[config.mk]
export PLATFORM = sky130hd
export DESIGN_NAME = sprite_scheduler_flat
export DESIGN_NICKNAME = d
export VERILOG_FILES = /design/src/rtl/sprite_pkg.sv /design/src/rtl/sprite_scheduler_if.sv /design/src/rtl/sprite_table.sv /design/src/rtl/sprite_scheduler.sv /design/src/flat_wrapper.sv
export SDC_FILE = /design/constraint.sdc
export NUM_CORES = 1
export LEC_CHECK = 0
export CORE_MARGIN = 4
export CORE_UTILIZATION = 40
export CTS_CLUSTER_DIAMETER = 40
export DETAILED_ROUTE_END_ITERATION = 16
export HOLD_SLACK_MARGIN = 0.1
export PLACE_DENSITY = 0.55
export SYNTH_ARGS = -nofsm -noshare
export SYNTH_HDL_FRONTEND = slang
export SYNTH_HIERARCHICAL = 1
export SYNTH_SLANG_ARGS = --single-unit
[constraint.sdc]
create_clock -name clk_pixel -period 8.4 [get_ports clk_pixel]
set_input_delay 1.68 -clock clk_pixel [delete_from_list [all_inputs] [get_ports clk_pixel]]
set_output_delay 1.68 -clock clk_pixel [all_outputs]
set_load 0.02 [all_outputs]
[src/rtl/sprite_pkg.sv]
// Shared types, sizes and animation helpers for the sprite scheduler.
// Table entry layout, FSM state encoding and frame arithmetic live here.
package sprite_pkg;

    localparam int MAX_SPRITES         = 16;
    localparam int NUM_FRAMES          = 512;
    localparam int CANVAS_WIDTH        = 360;
    localparam int CANVAS_HEIGHT       = 720;
    localparam int SPRITE_FRAME_WIDTH  = 64;
    localparam int SPRITE_FRAME_HEIGHT = 64;

    localparam int SLOT_W  = $clog2(MAX_SPRITES);
    localparam int FRAME_W = $clog2(NUM_FRAMES);
    localparam int X_W     = $clog2(CANVAS_WIDTH);
    localparam int Y_W     = $clog2(CANVAS_HEIGHT);
    localparam int LEN_W   = 4;

    localparam logic [X_W-1:0] X_LIM =
        X_W'(CANVAS_WIDTH - SPRITE_FRAME_WIDTH);
    localparam logic [Y_W-1:0] Y_LIM =
        Y_W'(CANVAS_HEIGHT - SPRITE_FRAME_HEIGHT);
    localparam logic [FRAME_W:0] NF_W = (FRAME_W + 1)'(NUM_FRAMES);

    typedef struct packed {
        logic               active;
        logic [X_W-1:0]     x;
        logic [Y_W-1:0]     y;
        logic [FRAME_W-1:0] base_frame;
        logic [LEN_W-1:0]   anim_len;
        logic [LEN_W-1:0]   phase;
    } sprite_entry_t;

    typedef enum logic [2:0] {
        IDLE,
        SCAN,
        ISSUE,
        WAIT_LO,
        WAIT_HI
    } sched_state_t;

    // A zero length animation behaves as a single still frame.
    function automatic logic [LEN_W-1:0] len_of(sprite_entry_t e);
        return (e.anim_len == '0) ? LEN_W'(1) : e.anim_len;
    endfunction

    // A phase left beyond a shortened animation reads as the first frame.
    function automatic logic [LEN_W-1:0] eff_phase(sprite_entry_t e);
        return (e.phase >= len_of(e)) ? '0 : e.phase;
    endfunction

    function automatic logic [LEN_W-1:0] next_phase(sprite_entry_t e);
        logic [LEN_W-1:0] p;
        p = eff_phase(e);
        return (p == len_of(e) - LEN_W'(1)) ? '0 : p + LEN_W'(1);
    endfunction

    function automatic logic [FRAME_W-1:0] frame_of(sprite_entry_t e);
        logic [FRAME_W:0] sum;
        sum = {1'b0, e.base_frame}
            + {{(FRAME_W + 1 - LEN_W){1'b0}}, eff_phase(e)};
        if (sum >= NF_W) sum = sum - NF_W;
        return sum[FRAME_W-1:0];
    endfunction

endpackage

[src/rtl/sprite_scheduler_if.sv]
// Scheduler to renderer descriptor handshake.
// The scheduler is the master; the renderer owns sprite_ready.
interface sprite_scheduler_if
    import sprite_pkg::*;
();
    logic               sprite_valid;
    logic               sprite_ready;
    logic [X_W-1:0]     sprite_x;
    logic [Y_W-1:0]     sprite_y;
    logic [FRAME_W-1:0] sprite_frame_number;

    modport master (
        output sprite_valid,
        output sprite_x,
        output sprite_y,
        output sprite_frame_number,
        input  sprite_ready
    );

    modport slave (
        input  sprite_valid,
        input  sprite_x,
        input  sprite_y,
        input  sprite_frame_number,
        output sprite_ready
    );
endinterface

[src/rtl/sprite_table.sv]
// Sprite register file: one write port, one async read port and a
// phase update port that targets the slot currently being read.
module sprite_table
    import sprite_pkg::*;
(
    input  logic              clk,
    input  logic              rst,
    input  logic              wr_en,
    input  logic [SLOT_W-1:0] wr_slot,
    input  sprite_entry_t     wr_entry,
    input  logic [SLOT_W-1:0] rd_slot,
    output sprite_entry_t     rd_entry,
    input  logic              ph_en,
    input  logic [LEN_W-1:0]  ph_val
);
    sprite_entry_t tbl [MAX_SPRITES];

    assign rd_entry = tbl[rd_slot];

    // Game writes win over the phase update so a rewrite restarts at phase 0.
    always_ff @(posedge clk) begin
        if (rst) begin
            for (int i = 0; i < MAX_SPRITES; i++) tbl[i] <= '0;
        end else begin
            if (ph_en) tbl[rd_slot].phase <= ph_val;
            if (wr_en) tbl[wr_slot] <= wr_entry;
        end
    end
endmodule

[src/rtl/sprite_scheduler.sv]
// Per-frame sprite table walker feeding the renderer handshake.
// Optional SPRITE_SCHED_CULL_EN skips sprites that fall off the canvas.
module sprite_scheduler
    import sprite_pkg::*;
#(
    parameter int ANIM_DIV = 4
) (
    input  logic               clk_pixel,
    input  logic               sys_rst,
    input  logic [5:0]         frame_count,
    input  logic               wr_en,
    input  logic [SLOT_W-1:0]  wr_slot,
    input  logic               wr_active,
    input  logic [X_W-1:0]     wr_x,
    input  logic [Y_W-1:0]     wr_y,
    input  logic [FRAME_W-1:0] wr_base_frame,
    input  logic [LEN_W-1:0]   wr_anim_len,
    sprite_scheduler_if.master rnd,
    output logic               pass_busy,
    output logic [7:0]         overrun_count
);
    localparam int CTR_W = (ANIM_DIV > 1) ? $clog2(ANIM_DIV) : 1;
    localparam logic [CTR_W-1:0] CTR_MAX = CTR_W'(ANIM_DIV - 1);
    localparam logic [SLOT_W-1:0] LAST_SLOT = SLOT_W'(MAX_SPRITES - 1);

    sched_state_t       state, state_nxt;
    logic [SLOT_W-1:0]  ptr;
    logic [5:0]         prev_frame_count;
    logic [CTR_W-1:0]   anim_ctr;
    logic               tick;
    logic               pend;
    logic [X_W-1:0]     lat_x;
    logic [Y_W-1:0]     lat_y;
    logic [FRAME_W-1:0] lat_f;

    sprite_entry_t      wr_entry, entry;
    logic               new_frame, busy, restart, last, culled, wrap;
    logic               ptr_clr, ptr_inc, latch, ph_en;
    logic [LEN_W-1:0]   ph_val;

    assign new_frame = (frame_count != prev_frame_count);
    assign busy      = (state != IDLE);
    assign restart   = new_frame | pend;
    assign last      = (ptr == LAST_SLOT);
    assign wrap      = (anim_ctr == CTR_MAX);
    assign ph_val    = next_phase(entry);

`ifdef SPRITE_SCHED_CULL_EN
    assign culled = (entry.x > X_LIM) || (entry.y > Y_LIM);
`else
    assign culled = 1'b0;
`endif

    assign wr_entry = '{
        active:     wr_active,
        x:          wr_x,
        y:          wr_y,
        base_frame: wr_base_frame,
        anim_len:   wr_anim_len,
        phase:      '0
    };

    sprite_table u_table (
        .clk      (clk_pixel),
        .rst      (sys_rst),
        .wr_en    (wr_en),
        .wr_slot  (wr_slot),
        .wr_entry (wr_entry),
        .rd_slot  (ptr),
        .rd_entry (entry),
        .ph_en    (ph_en),
        .ph_val   (ph_val)
    );

    assign rnd.sprite_valid        = (state == ISSUE);
    assign rnd.sprite_x            = lat_x;
    assign rnd.sprite_y            = lat_y;
    assign rnd.sprite_frame_number = lat_f;
    assign pass_busy               = busy;

    // State register.
    always_ff @(posedge clk_pixel) begin
        if (sys_rst) state <= IDLE;
        else         state <= state_nxt;
    end

    // Next state and per-cycle control; a pending frame restarts at slot 0.
    always_comb begin
        state_nxt = state;
        ptr_clr   = 1'b0;
        ptr_inc   = 1'b0;
        latch     = 1'b0;
        ph_en     = 1'b0;
        unique case (state)
            IDLE: begin
                if (new_frame) begin
                    state_nxt = SCAN;
                    ptr_clr   = 1'b1;
                end
            end
            SCAN: begin
                if (restart) begin
                    ptr_clr = 1'b1;
                end else begin
                    ph_en = entry.active & tick;
                    if (entry.active && !culled) begin
                        latch     = 1'b1;
                        state_nxt = ISSUE;
                    end else if (last) begin
                        state_nxt = IDLE;
                    end else begin
                        ptr_inc = 1'b1;
                    end
                end
            end
            ISSUE: begin
                if (rnd.sprite_ready) state_nxt = WAIT_LO;
            end
            WAIT_LO: begin
                if (!rnd.sprite_ready) state_nxt = WAIT_HI;
            end
            WAIT_HI: begin
                if (rnd.sprite_ready) begin
                    if (restart) begin
                        state_nxt = SCAN;
                        ptr_clr   = 1'b1;
                    end else if (last) begin
                        state_nxt = IDLE;
                    end else begin
                        state_nxt = SCAN;
                        ptr_inc   = 1'b1;
                    end
                end
            end
            default: state_nxt = IDLE;
        endcase
    end

    // Pointer, animation divider, overrun tracking and descriptor latch.
    always_ff @(posedge clk_pixel) begin
        if (sys_rst) begin
            ptr              <= '0;
            prev_frame_count <= '0;
            anim_ctr         <= '0;
            tick             <= 1'b0;
            pend             <= 1'b0;
            overrun_count    <= '0;
            lat_x            <= '0;
            lat_y            <= '0;
            lat_f            <= '0;
        end else begin
            prev_frame_count <= frame_count;
            if (ptr_clr)      ptr <= '0;
            else if (ptr_inc) ptr <= ptr + 1'b1;
            if (new_frame) begin
                anim_ctr <= wrap ? '0 : anim_ctr + 1'b1;
                tick     <= wrap;
            end
            pend <= ptr_clr ? 1'b0 : (pend | (new_frame & busy));
            if (new_frame && busy && !pend && overrun_count != 8'hFF)
                overrun_count <= overrun_count + 1'b1;
            if (latch) begin
                lat_x <= entry.x;
                lat_y <= entry.y;
                lat_f <= frame_of(entry);
            end
        end
    end
endmodule

[src/flat_wrapper.sv]
// flat-port wrapper written by rule: the top's interface ports become plain ports
module sprite_scheduler_flat import sprite_pkg::*;
#(
    parameter int ANIM_DIV = 4
)
  (clk_pixel, sys_rst, frame_count, wr_en, wr_slot, wr_active, wr_x, wr_y, wr_base_frame, wr_anim_len, pass_busy, overrun_count, rnd_sprite_valid, rnd_sprite_x, rnd_sprite_y, rnd_sprite_frame_number, rnd_sprite_ready);
  sprite_scheduler_if rnd_i ();
  input  logic clk_pixel;
  input  logic sys_rst;
  input  logic [5:0] frame_count;
  input  logic wr_en;
  input  logic [SLOT_W-1:0] wr_slot;
  input  logic wr_active;
  input  logic [X_W-1:0] wr_x;
  input  logic [Y_W-1:0] wr_y;
  input  logic [FRAME_W-1:0] wr_base_frame;
  input  logic [LEN_W-1:0] wr_anim_len;
  output logic pass_busy;
  output logic [7:0] overrun_count;
  output wire logic [$bits(rnd_i.sprite_valid)-1:0] rnd_sprite_valid;
  output wire logic [$bits(rnd_i.sprite_x)-1:0] rnd_sprite_x;
  output wire logic [$bits(rnd_i.sprite_y)-1:0] rnd_sprite_y;
  output wire logic [$bits(rnd_i.sprite_frame_number)-1:0] rnd_sprite_frame_number;
  input wire logic [$bits(rnd_i.sprite_ready)-1:0] rnd_sprite_ready;
  assign rnd_sprite_valid = rnd_i.sprite_valid;
  assign rnd_sprite_x = rnd_i.sprite_x;
  assign rnd_sprite_y = rnd_i.sprite_y;
  assign rnd_sprite_frame_number = rnd_i.sprite_frame_number;
  assign rnd_i.sprite_ready = rnd_sprite_ready;
  sprite_scheduler #(.ANIM_DIV(ANIM_DIV)) u_core (.clk_pixel(clk_pixel), .sys_rst(sys_rst), .frame_count(frame_count), .wr_en(wr_en), .wr_slot(wr_slot), .wr_active(wr_active), .wr_x(wr_x), .wr_y(wr_y), .wr_base_frame(wr_base_frame), .wr_anim_len(wr_anim_len), .rnd(rnd_i), .pass_busy(pass_busy), .overrun_count(overrun_count));
endmodule
### After elaboration in Yosys (flattened, before gate mapping)

Memories as Yosys holds them, arrays and structs flattened. A register that Yosys moved wholly into a read port is not among the register bits.
Index checks and enable logic that the tools add are counted.
W data, S select, Z words.

| operators by class | value |
|---|---|
| add/subtract/negate cells | 7 |
| $lt $le $gt $ge | 2 |
| eq/ne operators | 15 |
| mux-type cells | 46 |
| bitwise logic cells | 4 |
| reduce and logical (&&, ||, !) cells | 11 |

Operator list:

| kind | count |
|---|---|
| $mux W37 | 2 |
| $reduce_or A37 Y1 | 2 |
| $mux W4 | 7 |
| $mux W3 | 8 |
| $mux W1 | 23 |
| $pmux W3 S5 | 1 |
| $add A9 B4 Y10 | 1 |
| $ge A10 B10 Y1 const B | 1 |
| $mux W9 | 1 |
| $sub A9 B1 Y9 const B | 1 |
| $add A4 B1 Y4 const B | 2 |
| $add A8 B1 Y8 const B | 1 |
| $ne A8 B8 Y1 const B | 1 |
| $eq A3 B2 Y1 const B | 2 |
| $ne A2 B2 Y1 const B | 3 |
| $ne A6 B6 Y1 | 1 |
| $reduce_and A6 Y1 | 1 |
| $eq A4 B4 Y1 | 1 |
| $eq A4 B4 Y1 const B | 1 |
| $ge A4 B4 Y1 | 1 |
| $logic_not A4 Y1 | 1 |
| $mux W2 | 2 |
| $ne A2 B1 Y1 const B | 2 |
| $sub A4 B1 Y4 const B | 1 |
| 14 further kinds | 18 |

| word-level totals | value |
|---|---|
| register bits | 53 |
| RAM bits | 592 |
| input bits | 47 |
| output and inout port bits | 38 |
| word-level logic and storage cells | 96 |
| memories | 1 |

Memory list:

| name | words | width | rd ports | clocked after memory_dff | write ports | RTL line | source |
|---|---|---|---|---|---|---|---|
| u_core.u_table.tbl | 16 | 37 | 1 | 1 | 16 | sprite_table.sv:16 | `sprite_entry_t tbl [MAX_SPRITES];` |

### Longest topological paths before layout

| depth | value |
|---|---|
| depth after elaboration | 9 |
| mapped depth | 21 |
| depth with buffers taken out | 18 |

### By module

The synthesis kept the hierarchy.

Modules (own cells, without submodules):

| module | instances | cells an instance | area an instance (um^2) | seq. area each (um^2) |
|---|---|---|---|---|
| sprite_table | 1 | 1,777 | 27,279.9 | 17,777.0 |
| sprite_scheduler | 1 | 350 | 2,885.3 | 1,061.0 |

### Worst setup path after synthesis

Ideal clock, no wire load.

| timing | value |
|---|---|
| path type | register to register |
| start point | register u_core.ptr[0] |
| end point | memory u_core/u_table/tbl[1][2] (netlist bit) (data pin) |
| library setup time | 0.133 ns |
| arrival time | 4.464 ns |
| required time | 8.267 ns |
| setup slack | 3.803 ns |
| cell stages (with the launch flop) | 19 |
| buffers on the path | 5 |
| clock period less this slack | 4.597 ns |
| path through | dfxtp_1 -> buf_6 -> clkbuf_1 -> buf_2 -> mux4_2 -> a22oi_1 -> nand2_1 -> or2_2 -> ha_1 -> nand2b_1 -> a211o_1 -> a21oi_2 -> and2_1 -> ha_1 -> a21boi_0 -> a2bb2oi_1 -> buf_1 -> clkbuf_1 -> a22o_1 |

RTL lines:

| element | RTL line | source |
|---|---|---|
| start: declaration | sprite_scheduler.sv:27 | `logic [SLOT_W-1:0] ptr;` |
| start signal: assignment | sprite_scheduler.sv:154 | `else if (ptr_inc) ptr <= ptr + 1'b1;` |
| end: declaration | sprite_table.sv:16 |  |

==> results_dict.tcl <==
set metrics [dict create \
    netlist_instances 2127 \
    p_int_mw 6.539 \
    worstSetupPathType "flop to flop" \
    postSynth.asyncResetShare 0 \
    ys_seq_area_frac 0.6245 \
    antenna_found_initial 3 \
    via_per_inst 5.985 \
    tightest_slew_ps 1295 \
    p_leak_nw 13.55 \
    die_area_sq_um 79870 \
    wl_met3_microns 5764 \
    wl_per_cell_microns 27.44 \
    clock-skew-final_ps 52.41 \
    start_kind "flop" \
    die_h_microns 282.6 \
    slew_viol_final 0 \
    wl_met2_microns 42370 \
    totalWireLength_microns 87040 \
    hp-class "flop to flop" \
    syn-cell-area_sq_um 30170 \
    power.share.switching 0.2351 \
    ys_ff_latch 645 \
    syn_avg_cell_area_sq_um 14.18 \
    drc 0 \
    cts_setup_buffers 0 \
    fp.coreArea_sq_um 74570 \
    ctsHoldBuffers 0 \
    ant_nets 0 \
    hpwlAfterDp_microns 43710 \
    pwr-share-seq 0.438 \
    synth-edff-count 592 \
    rsz0062_at_grt "false" \
    maxCapViolCount 0 \
    clkLatencyLatePin_ps 670 \
    port_buffers 84 \
    ctsResizeCount 0 \
    grt_max_degree 135 \
    die_w_microns 282.6 \
    setup-tns-final_ps 0 \
    power_density_nw_per_um2 243.2 \
    clockBufferDepth 3 \
    yosys_warnings 6 \
    drtPass1Iterations 5 \
    hold_violations 0 \
    ys_types 68 \
    synth_top_flop_cell "edfxtp_1" \
    initial_core_util 0.4045 \
    maxSlewHeadroom 0.1366 \
    ir_drop_mv 0.1832 \
    routed.top_layer "met5" \
    p_switching_mw 2.010 \
    numClockSinks 645 \
    cts-buffers-inserted 101 \
    grt_use_total 0.2180 \
    cts.htree.levels 3 \
    grt_pass1_vias 19583 \
    fin_cells 3172 \
    clock_power_share 0.497 \
    row_count 100 \
    slowest_delay_ps 890 \
    vias 18985 \
    comb_power_share 0.065 \
    cts_root_buffer "clkbuf_16" \
    cp_cell_sequence "buf_4, mux4_2, a22oi_1, nand2_1, nor3_1, or2_2, ha_1, nand2b_1, a211o_1, a21oi_2, and2_1, ha_1, a21boi_0, a2bb2oi_2, a22o_1" \
    arrival_ps 6320 \
    status "finished, final reports clean" \
    tritoncts "built" \
    required_ps 8900 \
    grt_overflow 0 \
    finalSetupViolations 0 \
    crit_path_end_kind "flop" \
    max_freq_mhz 171.8 \
    routabilityCongestion 0.7891 \
    clk_pin_slew_ps 50 \
    routedLengthMet1_microns 36810 \
    post-route-period-util 0.6931 \
    post-place-cells 2978 \
    grt_pass1_wl_microns 129300 \
    syn_to_final_growth_pct 16.55 \
    nets 2173 \
    slowest_stage "dfxtp_4" \
    drt_iter0_markers 1965 \
    cp_max_fo 41 \
    drive_gt1_frac 0.1840 \
    ioPinCount 85 \
    path_common_cell "ha_1" \
    min_period_ps 5822 \
]
[critical path, delay by kind of cell (launching register included)]
| kind | cells | cell delay [ps] |
|---|---|---|
| AO/OA/AOI/OAI | 6 | 2180 |
| AND/OR/NAND/NOR | 5 | 950 |
| flip-flops | 1 | 890 |
| buffers and inverters | 1 | 620 |
| multiplexers | 1 | 570 |
| adder cells (fa/ha/maj) | 2 | 400 |
[cells in the final DEF (no fill, tap or decap), types with 16 or more instances in the layout]
master           instances
edfxtp_1               592
and3_1                 534
mux4_2                 148
clkbuf_16              102
nand2_1                 95
clkdlybuf4s50_1         83
a22oi_1                 76
a22o_1                  64
dfxtp_1                 51
a21oi_1                 50
buf_4                   45
nor2_1                  22
a211oi_1                20
o21ai_0                 20
clkinv_1                16
[final cells by class]
cell class,instances,area (sq um)
antenna,2,5.005
fill,6480,39420
clock buffer,118,2623
multi-input combinational,1209,10320
sequential,645,18850
tap,969,1212
clock inverter,74,879.6
timing repair buffer,128,1169
inverter,27,101.3
[routing by layer]
| metal | vias to the layer above | GRT usage |
|---|---|---|
| met5 | - | 0 |
| met4 | 2 | 0.06020 |
| met3 | 147 | 0.03813 |
| met2 | 755 | 0.3621 |
| met1 | 9742 | 0.2983 |
| li1 | 8339 | - |
[power groups by stage]
stage | Clock [mW] | Combinational [mW] | Sequential [mW]
after global placement | 0 | 0.540 | 3.80
final | 4.25 | 0.553 | 3.75
after CTS | 4.31 | 0.549 | 3.75
after detailed placement | 0 | 0.548 | 3.81
after floorplan | 0 | 0.340 | 3.78
after global routing | 4.47 | 0.592 | 3.76
[stage by stage]
stage	setup WS [ps]	total power, mW	area (sq um)	utilization	hold WS (ps)
detailed placement	2555	4.360	31650	0.4244	448.2
global placement	2609	4.342	31650	0.4244	447.3
finish	2578	8.549	35160	0.4714	454.3
floorplan	3803	4.125	30180	-	449.7
global route	2100	8.829	35150	0.4714	472.0
CTS	2521	8.611	35150	0.4714	453.4
[kinds of logic after synthesis]
| family | count (synthesis) | share of synthesized area |
|---|---|---|
| compound gates | 262 | 0.06467 |
| xor+xnor | 21 | 0.006097 |
| fa+ha+maj | 14 | 0.006056 |
| buf+inv | 276 | 0.03696 |
| flops | 645 | 0.6245 |
| mux | 153 | 0.1122 |
| other cells | 1 | 0.0001243 |
| simple gates | 755 | 0.1494 |
[final timing paths]
check,from,endpoint,slack (ps),depth (start not counted)
worst max-delay path,u_core/ptr[0],u_core/u_table/tbl[10][2],2580,15
worst min-delay path,u_core/rnd.sprite_frame_number[4],u_core/rnd.sprite_frame_number[4],450,2
worst min register to register,u_core/rnd.sprite_frame_number[4],u_core/rnd.sprite_frame_number[4],450,2
worst max register to register,u_core/ptr[0],u_core/u_table/tbl[10][2],2580,15
[flip-flops by register name, summed over array words and instances, names as in the netlist, 3 cells and up]
| name | count |
|---|---|
| u_core/u_table/tbl | 592 |
| u_core/state | 3 |
| u_core/rnd.sprite_y | 10 |
| u_core/prev_frame_count | 6 |
| u_core/ptr | 4 |
| u_core/overrun_count | 8 |
| u_core/rnd.sprite_x | 9 |
| u_core/rnd.sprite_frame_number | 9 |
[cell usage after synthesis, types with 15 or more instances]
cell      number  share of area
o21ai_0       20         0.0033
and2_1        15         0.0031
buf_1         20         0.0025
and3_1       535           0.11
dfxtp_1       53          0.035
a21oi_1       51         0.0085
nor2_1        24         0.0030
edfxtp_1     592           0.59
a22o_1        64          0.019
a22oi_1       76          0.019
mux4_2       148           0.11
clkbuf_1     190          0.024
xnor2_1       15         0.0044
buf_2         33         0.0055
inv_1         27         0.0034
a211oi_1      20         0.0050
nand2_1       95          0.012
Note: power is estimated with default switching activity, not from simulation.
